## src/rtl/nec_ir_pkg.sv

```systemverilog
// Shared types and constants for the NEC IR receiver: FSM states, error codes,
// nominal pulse widths and the tolerance-window helpers.
package nec_ir_pkg;

  typedef enum logic [2:0] {
    StIdle,
    StLeadMark,
    StLeadSpace,
    StBitMark,
    StBitSpace,
    StRepMark,
    StRecover
  } nec_state_e;

  localparam logic [7:0] ERR_NONE       = 8'd0;
  localparam logic [7:0] ERR_LEAD_MARK  = 8'd1;
  localparam logic [7:0] ERR_LEAD_SPACE = 8'd2;
  localparam logic [7:0] ERR_BIT_MARK   = 8'd3;
  localparam logic [7:0] ERR_BIT_SPACE  = 8'd4;
  localparam logic [7:0] ERR_TIMEOUT    = 8'd5;
  localparam logic [7:0] ERR_CHECKSUM   = 8'd6;

  localparam int unsigned NOM_LEAD_MARK_US  = 9000;
  localparam int unsigned NOM_DATA_SPACE_US = 4500;
  localparam int unsigned NOM_REP_SPACE_US  = 2250;
  localparam int unsigned NOM_BIT_MARK_US   = 560;
  localparam int unsigned NOM_ZERO_SPACE_US = 560;
  localparam int unsigned NOM_ONE_SPACE_US  = 1690;

  // Lower (upper=0) or upper (upper=1) inclusive bound of the window around nom.
  function automatic logic [15:0] win_bound(int unsigned nom, int unsigned tol_pct,
                                            logic upper);
    int unsigned b;
    b = upper ? (nom * (100 + tol_pct)) / 100 : (nom * (100 - tol_pct)) / 100;
    return b[15:0];
  endfunction

  function automatic logic in_win(logic [15:0] w, logic [15:0] lo, logic [15:0] hi);
    return (w >= lo) && (w <= hi);
  endfunction

endpackage

```

## src/rtl/ir_pulse_timer.sv

```systemverilog
// Synchronises the raw IR line, detects edges and measures the time since the
// last edge in microseconds with a saturating 16-bit counter.
module ir_pulse_timer #(
  parameter int unsigned CLOCK_FREQ_MHZ = 50
) (
  input  logic        clk,
  input  logic        rst_n,
  input  logic        ir,
  output logic        level,
  output logic        rise,
  output logic        fall,
  output logic [15:0] width_us
);

  localparam int unsigned PrescW = (CLOCK_FREQ_MHZ > 1) ? $clog2(CLOCK_FREQ_MHZ) : 1;
  localparam logic [PrescW-1:0] PrescMax = PrescW'(CLOCK_FREQ_MHZ - 1);

  logic [1:0]        sync_q;
  logic              prev_q;
  logic [PrescW-1:0] presc_q;
  logic [15:0]       width_q;
  logic              us_tick;
  logic              edge_det;

  assign level    = sync_q[1];
  assign rise     = sync_q[1] & ~prev_q;
  assign fall     = ~sync_q[1] & prev_q;
  assign edge_det = rise | fall;
  assign us_tick  = (presc_q == PrescMax);
  assign width_us = width_q;

  always_ff @(posedge clk) begin
    if (!rst_n) begin
      sync_q  <= 2'b11;
      prev_q  <= 1'b1;
      presc_q <= '0;
      width_q <= '0;
    end else begin
      sync_q <= {sync_q[0], ir};
      prev_q <= sync_q[1];
      // Restarting the prescaler on each edge keeps the width aligned to the edge.
      if (edge_det) begin
        presc_q <= '0;
        width_q <= '0;
      end else begin
        presc_q <= us_tick ? '0 : presc_q + PrescW'(1);
        if (us_tick && (width_q != 16'hFFFF)) begin
          width_q <= width_q + 16'd1;
        end
      end
    end
  end

endmodule

```

## src/rtl/nec_ir_rx.sv

```systemverilog
// NEC infrared frame receiver: decodes leader, 32 data bits and repeat codes.
// Define NEC_CHECK_EN to reject frames whose last byte is not the inverse of the third.
module nec_ir_rx
  import nec_ir_pkg::*;
#(
  parameter int unsigned CLOCK_FREQ_MHZ = 50,
  parameter int unsigned TOLERANCE_PCT  = 25,
  parameter int unsigned TIMEOUT_US     = 12000,
  parameter int unsigned GAP_US         = 10000
) (
  input  logic        clk,
  input  logic        rst_n,
  input  logic        ir,
  output logic [31:0] o_data,
  output logic        o_idle,
  output logic        o_data_ready,
  output logic        o_repeat,
  output logic [7:0]  o_error_code
);

  localparam logic [15:0] LeadMarkLo  = win_bound(NOM_LEAD_MARK_US, TOLERANCE_PCT, 1'b0);
  localparam logic [15:0] LeadMarkHi  = win_bound(NOM_LEAD_MARK_US, TOLERANCE_PCT, 1'b1);
  localparam logic [15:0] DataSpaceLo = win_bound(NOM_DATA_SPACE_US, TOLERANCE_PCT, 1'b0);
  localparam logic [15:0] DataSpaceHi = win_bound(NOM_DATA_SPACE_US, TOLERANCE_PCT, 1'b1);
  localparam logic [15:0] RepSpaceLo  = win_bound(NOM_REP_SPACE_US, TOLERANCE_PCT, 1'b0);
  localparam logic [15:0] RepSpaceHi  = win_bound(NOM_REP_SPACE_US, TOLERANCE_PCT, 1'b1);
  localparam logic [15:0] BitMarkLo   = win_bound(NOM_BIT_MARK_US, TOLERANCE_PCT, 1'b0);
  localparam logic [15:0] BitMarkHi   = win_bound(NOM_BIT_MARK_US, TOLERANCE_PCT, 1'b1);
  localparam logic [15:0] ZeroLo      = win_bound(NOM_ZERO_SPACE_US, TOLERANCE_PCT, 1'b0);
  localparam logic [15:0] ZeroHi      = win_bound(NOM_ZERO_SPACE_US, TOLERANCE_PCT, 1'b1);
  localparam logic [15:0] OneLo       = win_bound(NOM_ONE_SPACE_US, TOLERANCE_PCT, 1'b0);
  localparam logic [15:0] OneHi       = win_bound(NOM_ONE_SPACE_US, TOLERANCE_PCT, 1'b1);
  localparam logic [15:0] TimeoutW    = TIMEOUT_US[15:0];
  localparam logic [15:0] GapW        = GAP_US[15:0];

  logic        level;
  logic        rise;
  logic        fall;
  logic [15:0] width_us;

  ir_pulse_timer #(
    .CLOCK_FREQ_MHZ(CLOCK_FREQ_MHZ)
  ) u_timer (
    .clk     (clk),
    .rst_n   (rst_n),
    .ir      (ir),
    .level   (level),
    .rise    (rise),
    .fall    (fall),
    .width_us(width_us)
  );

  nec_state_e  state_q;
  logic [31:0] shift_q;
  logic [31:0] data_q;
  logic [5:0]  bit_cnt_q;
  logic        frame_valid_q;
  logic        data_ready_q;
  logic        repeat_q;
  logic [7:0]  err_code_q;

  logic       in_lead_mark;
  logic       in_data_space;
  logic       in_rep_space;
  logic       in_bit_mark;
  logic       in_zero;
  logic       in_one;
  logic       timed_out;
  logic       csum_bad;
  logic [7:0] err;

  assign in_lead_mark  = in_win(width_us, LeadMarkLo, LeadMarkHi);
  assign in_data_space = in_win(width_us, DataSpaceLo, DataSpaceHi);
  assign in_rep_space  = in_win(width_us, RepSpaceLo, RepSpaceHi);
  assign in_bit_mark   = in_win(width_us, BitMarkLo, BitMarkHi);
  assign in_zero       = in_win(width_us, ZeroLo, ZeroHi);
  assign in_one        = in_win(width_us, OneLo, OneHi);

  assign timed_out = (state_q != StIdle) && (state_q != StRecover) && (width_us >= TimeoutW);

`ifdef NEC_CHECK_EN
  assign csum_bad = (shift_q[15:8] != ~shift_q[7:0]);
`else
  assign csum_bad = 1'b0;
`endif

  // Error code raised this cycle; a timeout outranks whatever edge arrives with it.
  always_comb begin
    err = ERR_NONE;
    if (timed_out) begin
      err = ERR_TIMEOUT;
    end else begin
      case (state_q)
        StLeadMark: begin
          if (rise && !in_lead_mark) err = ERR_LEAD_MARK;
        end
        StLeadSpace: begin
          if (fall && !in_data_space && !in_rep_space) err = ERR_LEAD_SPACE;
        end
        StBitMark: begin
          if (rise) begin
            if (!in_bit_mark) begin
              err = ERR_BIT_MARK;
            end else if ((bit_cnt_q == 6'd32) && csum_bad) begin
              err = ERR_CHECKSUM;
            end
          end
        end
        StBitSpace: begin
          if (fall && !in_zero && !in_one) err = ERR_BIT_SPACE;
        end
        StRepMark: begin
          if (rise && !in_bit_mark) err = ERR_BIT_MARK;
        end
        default: ;
      endcase
    end
  end

  always_ff @(posedge clk) begin
    if (!rst_n) begin
      state_q       <= StIdle;
      shift_q       <= '0;
      data_q        <= '0;
      bit_cnt_q     <= '0;
      frame_valid_q <= 1'b0;
      data_ready_q  <= 1'b0;
      repeat_q      <= 1'b0;
      err_code_q    <= ERR_NONE;
    end else begin
      data_ready_q <= 1'b0;
      repeat_q     <= 1'b0;
      if (err != ERR_NONE) begin
        err_code_q    <= err;
        frame_valid_q <= 1'b0;
        shift_q       <= '0;
        bit_cnt_q     <= '0;
        state_q       <= StRecover;
      end else begin
        case (state_q)
          StIdle: begin
            if (fall) state_q <= StLeadMark;
          end
          StLeadMark: begin
            if (rise) state_q <= StLeadSpace;
          end
          StLeadSpace: begin
            if (fall) begin
              if (in_data_space) begin
                bit_cnt_q <= '0;
                state_q   <= StBitMark;
              end else begin
                state_q <= StRepMark;
              end
            end
          end
          StBitMark: begin
            if (rise) begin
              if (bit_cnt_q == 6'd32) begin
                data_q        <= shift_q;
                data_ready_q  <= 1'b1;
                err_code_q    <= ERR_NONE;
                frame_valid_q <= 1'b1;
                shift_q       <= '0;
                bit_cnt_q     <= '0;
                state_q       <= StIdle;
              end else begin
                state_q <= StBitSpace;
              end
            end
          end
          StBitSpace: begin
            if (fall) begin
              shift_q   <= {shift_q[30:0], in_one};
              bit_cnt_q <= bit_cnt_q + 6'd1;
              state_q   <= StBitMark;
            end
          end
          StRepMark: begin
            if (rise) begin
              repeat_q <= frame_valid_q;
              state_q  <= StIdle;
            end
          end
          StRecover: begin
            // width_us restarts on every edge, so this is continuous high time.
            if (level && (width_us >= GapW)) state_q <= StIdle;
          end
          default: state_q <= StIdle;
        endcase
      end
    end
  end

  assign o_data       = data_q;
  assign o_idle       = (state_q == StIdle);
  assign o_data_ready = data_ready_q;
  assign o_repeat     = repeat_q;
  assign o_error_code = err_code_q;

endmodule

```

## config.mk

```make
export PLATFORM = sky130hd
export DESIGN_NAME = nec_ir_rx
export DESIGN_NICKNAME = d
export VERILOG_FILES = /design/src/rtl/nec_ir_pkg.sv /design/src/rtl/ir_pulse_timer.sv /design/src/rtl/nec_ir_rx.sv
export SDC_FILE = /design/constraint.sdc
export NUM_CORES = 1
export LEC_CHECK = 0
export BUFFER_PORTS_ARGS = -buffer_cell sky130_fd_sc_hd__buf_2
export CORE_UTILIZATION = 50
export DETAILED_ROUTE_END_ITERATION = 16
export PLACE_DENSITY = 0.76
export SETUP_SLACK_MARGIN = 0.4
export SLEW_MARGIN = 20
export SYNTH_ARGS = -nofsm -noshare
export SYNTH_HDL_FRONTEND = slang
export SYNTH_SLANG_ARGS = --single-unit
```

## constraint.sdc

```tcl
create_clock -name clk -period 2.6 [get_ports clk]
set_input_delay 0.52 -clock clk [delete_from_list [all_inputs] [get_ports clk]]
set_output_delay 0.52 -clock clk [all_outputs]
set_load 0.05 [all_outputs]
```

==> summary.txt, run 1 <==
Finish
  – Synth-to-Final Area Change: 21.1%
  – End-of-flow core utilization: 62.0%
  – Fillers: 845
  – Antenna Cells: 0
  – Layout cell share with drive strength beyond 1: 29.7%
  – Final nets: 663
  – Fin cells: 787

Logic synthesis
  – Syn Inst Count: 594
  – #FFs+latches synth: 104
  – Synthesis Warnings: 0
  – Seq/Total Area, Yosys: 41.8%
  – Post-Synthesis Cell Area: 4980 sq um
  – Avg Cell Area, Syn: 8.39 sq um
  – Main synth FF type: dfxtp_1
  – Unique cell type count in the Yosys netlist: 56
  – Post-synth EDFFs: 0
  – Synth async-reset ratio: 0%

STA
  – Slew HR: 57.0%
  – Post-layout min period: 2.42 ns
  – Final Setup Violations: 0
  – Slew Viols, Final: 0
  – RSZ-0062 raised after global routing: true
  – Max Clock Freq: 413 MHz
  – Max Clock Skew: 0.0179 ns
  – Crit share post-route: 93.1%
  – Setup TNS: 0 ns
  – Slew @ Worst Pin: 0.640 ns
  – Fin. Hold Viols: 0

Worst setup path
  – CP Max Fanout: 9
  – Data arrival time of the worst path: 2.74 ns
  – Required time of the critical path: 2.92 ns
  – Critical path class: flip-flop to flip-flop
  – Worst setup EP type: flip-flop
  – Crit start category: flip-flop

Power
  – Lkg Pwr: 2.22 nW
  – Peak supply drop: 0.349 mV
  – Design Power: 0.00276 W
  – PwrDens: 458 nW/um^2

GRT
  – Total track usage: 21.9%
  – Met2 GRT Util: 37.1%
  – Largest net degree at the start of global routing: 38
  – Gr busiest metal: met2
  – GR Util met3: 4.17%
  – Grt total ovfl: 0
  – Vias in the first global route: 3844
  – First-pass GRT wire length: 17900 um
  – Met1 usage: 27.9%
  – Antenna violations before repair: 0

Clock network
  – Clock Sinks: 104
  – Root buffer cell: clkbuf_8
  – Clock transition at path regs: 0.11 ns
  – CTS tree: built
  – CTS H-tree depth: 3
  – Clk_lat worst skew: 0.38 ns
  – Total CTS buffers: 9
  – Clk buf depth: 2

Flow run
  – Max cap viols: 0

Die
  – Row Count: 36
  – Initial core utilization: 51.2%
  – Die ar.: 10400 sq um
  – Core outline area: 9730 sq um
  – I/O pins: 46
  – Die X: 102 um
  – Die height: 102 um

Route
  – Iter 0 DRT Violations: 160
  – Routed wire per std cell: 14.7 um
  – Vias/cell: 5.45
  – DRC Markers: 0
  – Drt pass-1 iters: 5
  – Final wirelength: 11600 um
  – Antenna-violating nets left: 0
  – Detailed-route via count: 4293

Worst hold path
  – Hold Path Class: input pin to flip-flop

Placed design
  – Routability Congestion: 1.02
  – IO Port Bufs: 40
  – HPWL Detailed: 7430 um
  – Placed Cells: 743

Status
  – Status: finished, final reports clean
## worst paths after layout
| path | from | to | slack (ns) | cells past startpoint |
|---|---|---|---|---|
| worst max-delay path | u_timer.width_us[10]$_SDFFE_PP0P_ | shift_q[15]$_SDFFE_PP0P_ | 0.18 | 9 |
| worst min register to register | u_timer.sync_q[0]$_SDFF_PN1_ | u_timer.sync_q[1]$_SDFF_PN1_ | 0.44 | 1 |
| worst min-delay path | ir | u_timer.sync_q[0]$_SDFF_PN1_ | 0.33 | 2 |
| worst max register to register | u_timer.width_us[10]$_SDFFE_PP0P_ | shift_q[15]$_SDFFE_PP0P_ | 0.18 | 9 |
## what timing repair did
action	4_1_cts	5_1_grt
pin swaps	10	10
hold buffers	0	0
endpoints found under the setup margin	88	81
setup buffers	15	9
resized for setup	44	17
gates cloned	1	3
## layout make-up
cell class                      count  area [sq um]  share of cell area, %
Clock buffer                       10           138                   2.28
Clock inverter                      6          61.3                   1.02
Inverter                           12          47.5                  0.788
Tap cell                          133           166                   2.76
Sequential cell                   104          2120                   35.2
Multi-Input combinational cell    433          2810                   46.6
Timing Repair Buffer               89           684                   11.3
## routing by layer
metal  part of all wire (%)  vias to the layer above
li1                       -                     2126
met1                     44                     2025
met3                    4.5                       23
met4                    1.9                        0
met5                      0                        -
met2                     49                      119
## synthesized netlist by cell type, types with 3 or more instances
library cell / number / share of area (%)
xor2_1: 10 / 1.8
clkbuf_1: 22 / 1.7
or2_2: 3 / 0.38
buf_2: 13 / 1.3
nor2b_1: 6 / 0.75
a31oi_1: 5 / 0.63
a21boi_2: 34 / 7.7
and3_1: 11 / 1.4
ha_1: 11 / 2.8
buf_6: 5 / 1.1
dfxtp_1: 104 / 42
nand4_1: 14 / 1.8
nor2_1: 35 / 2.6
o21ai_0: 8 / 0.80
a21oi_1: 40 / 4.0
nand2_1: 124 / 9.3
nand2b_1: 5 / 0.63
nor4_1: 4 / 0.50
nor3b_1: 3 / 0.45
or3_1: 5 / 0.63
buf_4: 7 / 1.1
nor3_1: 11 / 1.1
inv_1: 11 / 0.83
o21ai_1: 3 / 0.30
and2_1: 3 / 0.38
a311o_1: 3 / 0.60
xnor2_1: 13 / 2.3
nand3_1: 44 / 4.4
## where the power goes
group / total [W] / internal, W / switching, W
sequential: 0.00160 / 0.00159 / 0.0000110
clock: 0.00101 / 0.000398 / 0.000613
combinational: 0.000150 / 0.0000611 / 0.0000893
total: 0.00276 / 0.00205 / 0.000713
## sequential cells by signal, indices dropped and copies added (netlist names)
register          cells
bit_cnt_q             6
frame_valid_q         1
o_data               32
o_data_ready          1
o_error_code          3
o_repeat              1
shift_q              32
state_q               3
u_timer.presc_q       6
u_timer.prev_q        1
u_timer.sync_q        2
u_timer.width_us     16
## critical path, cell delays in order, from the launching register on
cell and delay [ns]:
dfxtp_1 0.47, buf_4 0.22, and3_1 0.23, a21oi_1 0.12, a211oi_4 0.37, o41ai_4 0.17, nor3_4 0.30, buf_6 0.17
clkbuf_16 0.14, a21boi_2 0.15
## per-stage QoR
step	area (sq um)	hold slack [ns]	setup WS (ns)
6_report	6030	0.331	0.178
5_1_grt	6030	0.349	0.0841
4_1_cts	5820	0.331	0.229
3_5_place_dp	5340	0.421	0.0869
3_3_place_gp	5340	0.399	0.107
2_1_floorplan	5060	0.386	0.391
## cell families after synthesis
kind of cell | Yosys count | synth area share [%]
AND/OR/NAND/NOR | 280 | 27.0
AO/OA/AOI/OAI | 112 | 17.7
flip-flops | 104 | 41.8
buffers and inverters | 61 | 6.20
XOR/XNOR | 23 | 4.04
adder cells (fa/ha/maj) | 11 | 2.76
multiplexers | 2 | 0.402
other | 1 | 0.0753
## layout by cell type, fill, tap and decap left out, types with 4 or more instances in the layout
cell      count
xor2_1       10
and3_1        9
clkbuf_8     10
a31oi_1       4
nor2b_1       4
inv_1         9
conb_1        5
a21oi_1      40
nand4_1      14
xnor2_1      13
dfxtp_2       5
ha_1          7
a21boi_2     34
dfxtp_1      90
buf_6         5
nor2_1       31
buf_4        38
o21ai_0       8
nor3_1       10
nand2b_1      4
buf_2        40
nand2_1     124
nand3_1      44
dfxtp_4       9
or3_1         4
No activity file was read; power rests on OpenSTA's default activity.
==> run 2, diff against run 1 <==
--- a/config.mk
+++ b/config.mk
@@ -8,7 +8,7 @@
 export BUFFER_PORTS_ARGS = -buffer_cell sky130_fd_sc_hd__buf_2
 export CORE_UTILIZATION = 50
 export DETAILED_ROUTE_END_ITERATION = 16
-export PLACE_DENSITY = 0.76
+export PLACE_DENSITY = 0.79
 export SETUP_SLACK_MARGIN = 0.4
 export SLEW_MARGIN = 20
 export SYNTH_ARGS = -nofsm -noshare
==> constraint.sdc (replaced) <==
create_clock -name clk -period 2.06 [get_ports clk]
set_input_delay 0.412 -clock clk [delete_from_list [all_inputs] [get_ports clk]]
set_output_delay 0.412 -clock clk [all_outputs]
set_load 0.05 [all_outputs]
==> summary.txt, run 2 (synthesis results as in run 1) <==
STA
  – Fin. Hold Viols: 0 (unchanged)
  – WHS: 0.214 ns (was 0.331 ns)
  – Slew Viols, Final: 0 (unchanged)
  – Slew HR: 58.6% (was 57.0%)
  – Slew @ Worst Pin: 0.621 ns (was 0.640 ns)
  – Final Setup Violations: 79 (was 0)
  – RSZ-0062 raised after global routing: true (unchanged)
  – Crit share post-route: 118% (was 93.1%)
  – Final worst slack: -0.361 ns (was 0.178 ns)
  – Max Clock Freq: 413 MHz (about the same)
  – Max Clock Skew: 0.0213 ns (was 0.0179 ns)
  – Post-layout min period: 2.42 ns (about the same)

Die
  – Core outline area: 9730 sq um (unchanged)
  – Row Count: 36 (unchanged)
  – I/O pins: 46 (unchanged)
  – Initial core utilization: 51.2% (unchanged)
  – Die height: 102 um (unchanged)
  – Die ar.: 10400 sq um (unchanged)
  – Die X: 102 um (unchanged)

Worst setup path
  – Data arrival time of the worst path: 2.74 ns (about the same)
  – Crit start category: flip-flop (unchanged)
  – Critical path class: flip-flop to flip-flop (unchanged)
  – Required time of the critical path: 2.38 ns (was 2.92 ns)
  – CP Max Fanout: 6 (was 9)
  – Worst setup EP type: flip-flop (unchanged)

Finish
  – Most frequent cells in the layout: 88 x nand2_1, 87 x dfxtp_1, 72 x buf_4, 40 x nand3_1, 39 x buf_2 (was 124 x nand2_1, 90 x dfxtp_1, 44 x nand3_1, 40 x a21oi_1, 40 x buf_2)
  – Synth-to-Final Area Change: 43.8% (was 21.1%)
  – Fin cells: 845 (was 787)
  – Layout cell share with drive strength beyond 1: 48.3% (was 29.7%)
  – Antenna Cells: 0 (unchanged)
  – Fillers: 614 (was 845)
  – Commonest non-fill, non-tap cell in the layout: nand2_1 (unchanged)
  – Multi-input logic area: 3350 sq um (was 2810 sq um)
  – Storage cell area: 2120 sq um (about the same)
  – Final nets: 721 (was 663)

GRT
  – Antenna violations before repair: 0 (unchanged)
  – Largest net degree at the start of global routing: 39 (was 38)
  – Vias in the first global route: 4396 (was 3844)
  – First-pass GRT wire length: 21400 um (was 17900 um)
  – Grt total ovfl: 0 (unchanged)
  – Total track usage: 26.2% (was 21.9%)

Clock network
  – Clock Sinks: 104 (unchanged)
  – Post-CTS Hold Buffers: 0 (unchanged)
  – Root buffer cell: clkbuf_8 (unchanged)
  – Clk_lat worst skew: 0.39 ns (was 0.38 ns)
  – Clock transition at path regs: 0.11 ns (about the same)
  – CTS tree: built (unchanged)
  – Total CTS buffers: 9 (unchanged)
  – Clk buf depth: 2 (unchanged)
  – CTS H-tree depth: 3 (unchanged)

Power
  – Peak supply drop: 0.375 mV (was 0.349 mV)
  – Switching Share: 27.4% (was 25.8%)
  – Combinational power share: 6.6% (was 5.4%)
  – Switch Pwr: 0.000986 W (was 0.000713 W)
  – Sequential share of power: 56.3% (was 58.0%)
  – Pint: 0.00262 W (was 0.00205 W)
  – PwrDens: 503 nW/um^2 (was 458 nW/um^2)
  – Clk pwr share: 37.2% (was 36.6%)
  – Lkg Pwr: 2.63 nW (was 2.22 nW)

Status
  – Status: finished, violations left (was finished, final reports clean)
  – Violated checks: setup timing

Route
  – DRC Markers: 0 (unchanged)
  – Final wirelength: 15800 um (was 11600 um)
  – Routed wire per std cell: 18.7 um (was 14.7 um)
  – Iter 0 DRT Violations: 367 (was 160)
  – Vias/cell: 5.91 (was 5.45)
  – Antenna-violating nets left: 0 (unchanged)
  – Drt pass-1 iters: 6 (was 5)
  – Detailed-route via count: 4991 (was 4293)

Placed design
  – Worst slack at placement: -0.267 ns (was 0.0869 ns)
  – Routability Congestion: 0.948 (was 1.02)
  – IO Port Bufs: 40 (unchanged)
  – Placed Cells: 795 (was 743)
  – HPWL Detailed: 8260 um (was 7430 um)

Flow run
  – Max cap viols: 0 (unchanged)

Worst hold path
  – Hold Path Class: input pin to flip-flop (unchanged)
-- run 2: layout make-up --
class / instances / area share, %
Multi-Input combinational cell: 433 / 46.8
Sequential cell: 104 / 29.6
Timing Repair Buffer: 147 / 17.6
Tap cell: 133 / 2.32
Clock buffer: 9 / 1.73
Clock inverter: 7 / 1.24
Inverter: 12 / 0.734
-- run 2: power groups by stage --
stage          registers [W]  logic, W  clock network, W
2_1_floorplan        0.00207  0.000141                 0
3_3_place_gp         0.00207  0.000171                 0
3_5_place_dp         0.00207  0.000176                 0
4_1_cts              0.00203  0.000190           0.00136
5_1_grt              0.00203  0.000249           0.00146
6_report             0.00203  0.000237           0.00134
-- run 2: stage by stage --
stage / util [%] / TNS, ns / cell area (sq um) / power [W]
after floorplan: - / -6.03 / 5200 / 0.00221
after global placement: 59.8 / -13.27 / 5820 / 0.00224
after detailed placement: 59.8 / -14.00 / 5820 / 0.00225
after CTS: 66.0 / -11.25 / 6420 / 0.00357
after global routing: 73.6 / -28.97 / 7160 / 0.00373
final: 73.6 / -20.49 / 7160 / 0.00360
-- run 2: timing repair --
action	4_1_cts	5_1_grt
buffers inserted	12	12
setup endpoints to repair	96	96
gates resized for setup	59	139
pin swaps	33	80
gates cloned	3	7
-- run 2: critical path, cell delays in order, from the launching register on --
cell and delay, ns:
dfxtp_1 0.36, buf_4 0.17, nand4bb_1 0.27, nor3_1 0.25, nand3_1 0.19, a211oi_4 0.34
o41ai_4 0.12, nor3_4 0.18, buf_6 0.17, clkbuf_16 0.15, a21boi_2 0.15
-- run 2: metal layers --
| metal | track usage (%) | vias up | part of all wire [%] |
|---|---|---|---|
| met1 | 32.2 | 2404 | 38 |
| li1 | - | 2263 | - |
| met2 | 46.8 | 257 | 52 |
| met5 | 0 | - | 0 |
| met3 | 5.61 | 67 | 6.9 |
| met4 | 6.48 | 0 | 3.6 |
-- run 2: path summary, 6_finish.rpt --
kind,from,end,slack (ns),depth (start not counted)
setup / recovery,u_timer.width_us[8]$_SDFFE_PP0P_,shift_q[28]$_SDFFE_PP0P_,-0.36,10
setup reg to reg,u_timer.width_us[8]$_SDFFE_PP0P_,shift_q[28]$_SDFFE_PP0P_,-0.36,10
hold reg to reg,u_timer.sync_q[0]$_SDFF_PN1_,u_timer.sync_q[1]$_SDFF_PN1_,0.43,1
hold / removal,ir,u_timer.sync_q[0]$_SDFF_PN1_,0.21,2
==> run 3, diff against run 2 <==
--- a/config.mk
+++ b/config.mk
@@ -6,6 +6,7 @@
 export NUM_CORES = 1
 export LEC_CHECK = 0
 export BUFFER_PORTS_ARGS = -buffer_cell sky130_fd_sc_hd__buf_2
+export CORE_ASPECT_RATIO = 0.8
 export CORE_UTILIZATION = 50
 export DETAILED_ROUTE_END_ITERATION = 16
 export PLACE_DENSITY = 0.79
==> summary.txt, run 3 (synthesis results as in run 1) <==
Placed design
  – Routability Congestion: 0.972 (was 0.948)
  – HPWL Detailed: 8680 um (was 8260 um)
  – IO Port Bufs: 40 (unchanged)
  – Placed Area: 5900 sq um (was 5820 sq um)

Worst setup path
  – CP Max Fanout: 8 (was 6)
  – Critical path class: flip-flop to flip-flop (unchanged)
  – Most used cell, CP: buf_6
  – R2r setup slk: -0.37 ns (was -0.36 ns)
  – Data arrival time of the worst path: 2.73 ns (was 2.74 ns)
  – Depth of the most critical reg-to-reg path: 13 (was 10)
  – Required time of the critical path: 2.35 ns (was 2.38 ns)
  – R2R Path End: o_repeat$_SDFF_PP0_ (was shift_q[28]$_SDFFE_PP0P_)
  – FF-to-FF Start: u_timer.width_us[1]$_SDFFE_PP0P_ (was u_timer.width_us[8]$_SDFFE_PP0P_)
  – Worst setup EP type: flip-flop (unchanged)
  – Crit start category: flip-flop (unchanged)
  – Crit path launch: u_timer.width_us[1]$_SDFFE_PP0P_ (was u_timer.width_us[8]$_SDFFE_PP0P_)
  – Slowest CP cell: dfxtp_4 (was dfxtp_1)
  – Slowest stage delay, CP: 0.37 ns (was 0.36 ns)
  – Cell Chain, Critical Path: inv_4 -> ha_4 -> nand4b_1 -> o211a_1 -> o21ai_2 -> buf_4 -> buf_6 -> a31oi_4 -> o41ai_4 -> nor3_4 -> buf_6 -> buf_8 -> and4bb_1 (was buf_4 -> nand4bb_1 -> nor3_1 -> nand3_1 -> a211oi_4 -> o41ai_4 -> nor3_4 -> buf_6 -> clkbuf_16 -> a21boi_2)

GRT
  – Largest net degree at the start of global routing: 38 (was 39)
  – First-pass GRT wire length: 22900 um (was 21400 um)
  – Grt total ovfl: 0 (unchanged)
  – Antenna violations before repair: 0 (unchanged)
  – Vias in the first global route: 4744 (was 4396)
  – Gr busiest metal: met2 (unchanged)
  – GR Util met3: 5.74% (was 5.61%)
  – Met2 GRT Util: 48.7% (was 46.8%)
  – Met1 usage: 34.3% (was 32.2%)
  – Total track usage: 28.4% (was 26.2%)

STA
  – Max Clock Skew: 0.00866 ns (was 0.0213 ns)
  – Slew @ Worst Pin: 0.629 ns (was 0.621 ns)
  – Final worst slack: -0.374 ns (was -0.361 ns)
  – Slew Viols, Final: 0 (unchanged)
  – Fin. Hold Viols: 0 (unchanged)
  – Final Setup Violations: 84 (was 79)
  – Crit share post-route: 118% (about the same)
  – Post-layout min period: 2.43 ns (was 2.42 ns)
  – Slew HR: 57.5% (was 58.6%)
  – Max Clock Freq: 411 MHz (was 413 MHz)
  – RSZ-0062 raised after global routing: true (unchanged)

Power
  – Design Power: 0.00407 W (was 0.00360 W)
  – Lkg Pwr: 2.72 nW (was 2.63 nW)
  – PwrDens: 578 nW/um^2 (was 503 nW/um^2)
  – Peak supply drop: 0.676 mV (was 0.375 mV)

Clock network
  – Clock transition at path regs: 0.07 ns (was 0.11 ns)
  – Total CTS buffers: 9 (unchanged)
  – CTS tree: built (unchanged)
  – Post-CTS Hold Buffers: 0 (unchanged)
  – CTS H-tree depth: 3 (unchanged)
  – Clock Sinks: 104 (unchanged)
  – Clk buf depth: 2 (unchanged)
  – Clk_lat worst skew: 0.35 ns (was 0.39 ns)
  – Root buffer cell: clkbuf_16 (was clkbuf_8)

Finish
  – Commonest non-fill, non-tap cell in the layout: nand2_1 (unchanged)
  – Final instance area: 7040 sq um (was 7160 sq um)
  – Fillers: 616 (was 614)
  – Most frequent cells in the layout: 112 x nand2_1, 86 x dfxtp_1, 79 x buf_4, 39 x nand3_1, 39 x buf_2 (was 88 x nand2_1, 87 x dfxtp_1, 72 x buf_4, 40 x nand3_1, 39 x buf_2)
  – Synth-to-Final Area Change: 41.4% (was 43.8%)
  – Final nets: 733 (was 721)
  – Antenna Cells: 0 (unchanged)
  – Layout cell share with drive strength beyond 1: 42.1% (was 48.3%)

Route
  – Vias/cell: 5.94 (was 5.91)
  – DRC Markers: 0 (unchanged)
  – Routed wire per std cell: 18.6 um (was 18.7 um)
  – Drt pass-1 iters: 5 (was 6)
  – Iter 0 DRT Violations: 575 (was 367)
  – Detailed-route via count: 5106 (was 4991)
  – Antenna-violating nets left: 0 (unchanged)
  – Final wirelength: 16000 um (was 15800 um)

Status
  – Violated checks: setup timing (unchanged)
  – Status: finished, violations left (unchanged)

Die
  – Row Count: 32 (was 36)
  – I/O pins: 46 (unchanged)
  – Die ar.: 10400 sq um (about the same)
  – Die X: 114 um (was 102 um)
  – Initial core utilization: 51.6% (was 51.2%)
  – Core outline area: 9650 sq um (was 9730 sq um)
  – Die height: 91.3 um (was 102 um)

Flow run
  – Max cap viols: 0 (unchanged)

Worst hold path
  – Worst Hold End: u_timer.sync_q[0]$_SDFF_PN1_ (unchanged)
  – Min-Delay Startpoint: ir (unchanged)
  – Hold Path Class: input pin to flip-flop (unchanged)
  – Hold Path Stages: 2 (unchanged)
-- run 3: changes by cell type in the layout (fill, tap and decap cells not counted), sizes merged --
cell      before  now
buf          143  158
bufinv         0    1
clkbuf        13   10
clkinv         2    1
clkinvlp       0    2
inv           17   15
-- run 3: critical path: cells and delay by family, from the launching register on --
family | cells | cell delay [ns]
buf+inv | 5 | 0.65
fa+ha+maj | 1 | 0.15
compound gates | 4 | 0.66
flops | 1 | 0.37
simple gates | 3 | 0.55
-- run 3: through the flow --
stage	instances	hold slack [ns]	utilization, %	TNS (ns)	worst slack (ns)
3_3_place_gp	810	0.393	61.1	-17.04	-0.284
5_1_grt	860	0.251	73.0	-28.49	-0.416
2_1_floorplan	598	0.386	-	-6.03	-0.148
4_1_cts	848	0.242	69.5	-10.43	-0.185
3_5_place_dp	810	0.402	61.1	-20.24	-0.368
6_report	860	0.240	73.0	-23.34	-0.374
-- run 3: worst max-delay path by stage --
stage                                    end  slack (ns)  depth (start not counted)
global route         o_data[27]$_SDFFE_PN0P_       -0.42                         12
global placement    shift_q[12]$_SDFFE_PP0P_       -0.28                          9
CTS                 shift_q[10]$_SDFFE_PP0P_       -0.19                          9
floorplan           shift_q[25]$_SDFFE_PP0P_       -0.15                          8
detailed placement  shift_q[12]$_SDFFE_PP0P_       -0.37                          9
finish                   o_repeat$_SDFF_PP0_       -0.37                         13
-- run 3: per-layer routing --
layer / vias up / share of wire (%) / wire, um
met4: 0 / 5.0 / 797
met1: 2449 / 39 / 6270
li1: 2264 / - / -
met3: 82 / 7.9 / 1260
met2: 311 / 48 / 7630
met5: - / 0 / 0
-- run 3: power by group --
part           leakage, nW  total [W]  switching [W]  internal [W]
Sequential           0.850    0.00202      0.0000115       0.00201
Clock                0.148    0.00181       0.000837      0.000971
Combinational         1.72   0.000240       0.000141     0.0000996
-- run 3: area by class of cell --
| cell class | instances | area (sq um) | area share, % |
|---|---|---|---|
| flip-flops and latches | 104 | 2120 | 30.2 |
| repair buffers | 159 | 1320 | 18.7 |
| well taps | 136 | 170 | 2.42 |
| multi-input cells | 433 | 3070 | 43.6 |
| inverters | 12 | 50.0 | 0.710 |
| clock inverters | 7 | 87.6 | 1.24 |
| clock buffers | 9 | 225 | 3.20 |
-- run 3: repair_timing --
action | 4_1_cts | 5_1_grt
buffers inserted | 16 | 11
endpoints found under the setup margin | 96 | 96
resized for setup | 86 | 50
pin swaps | 41 | 39
gates cloned | 6 | 1
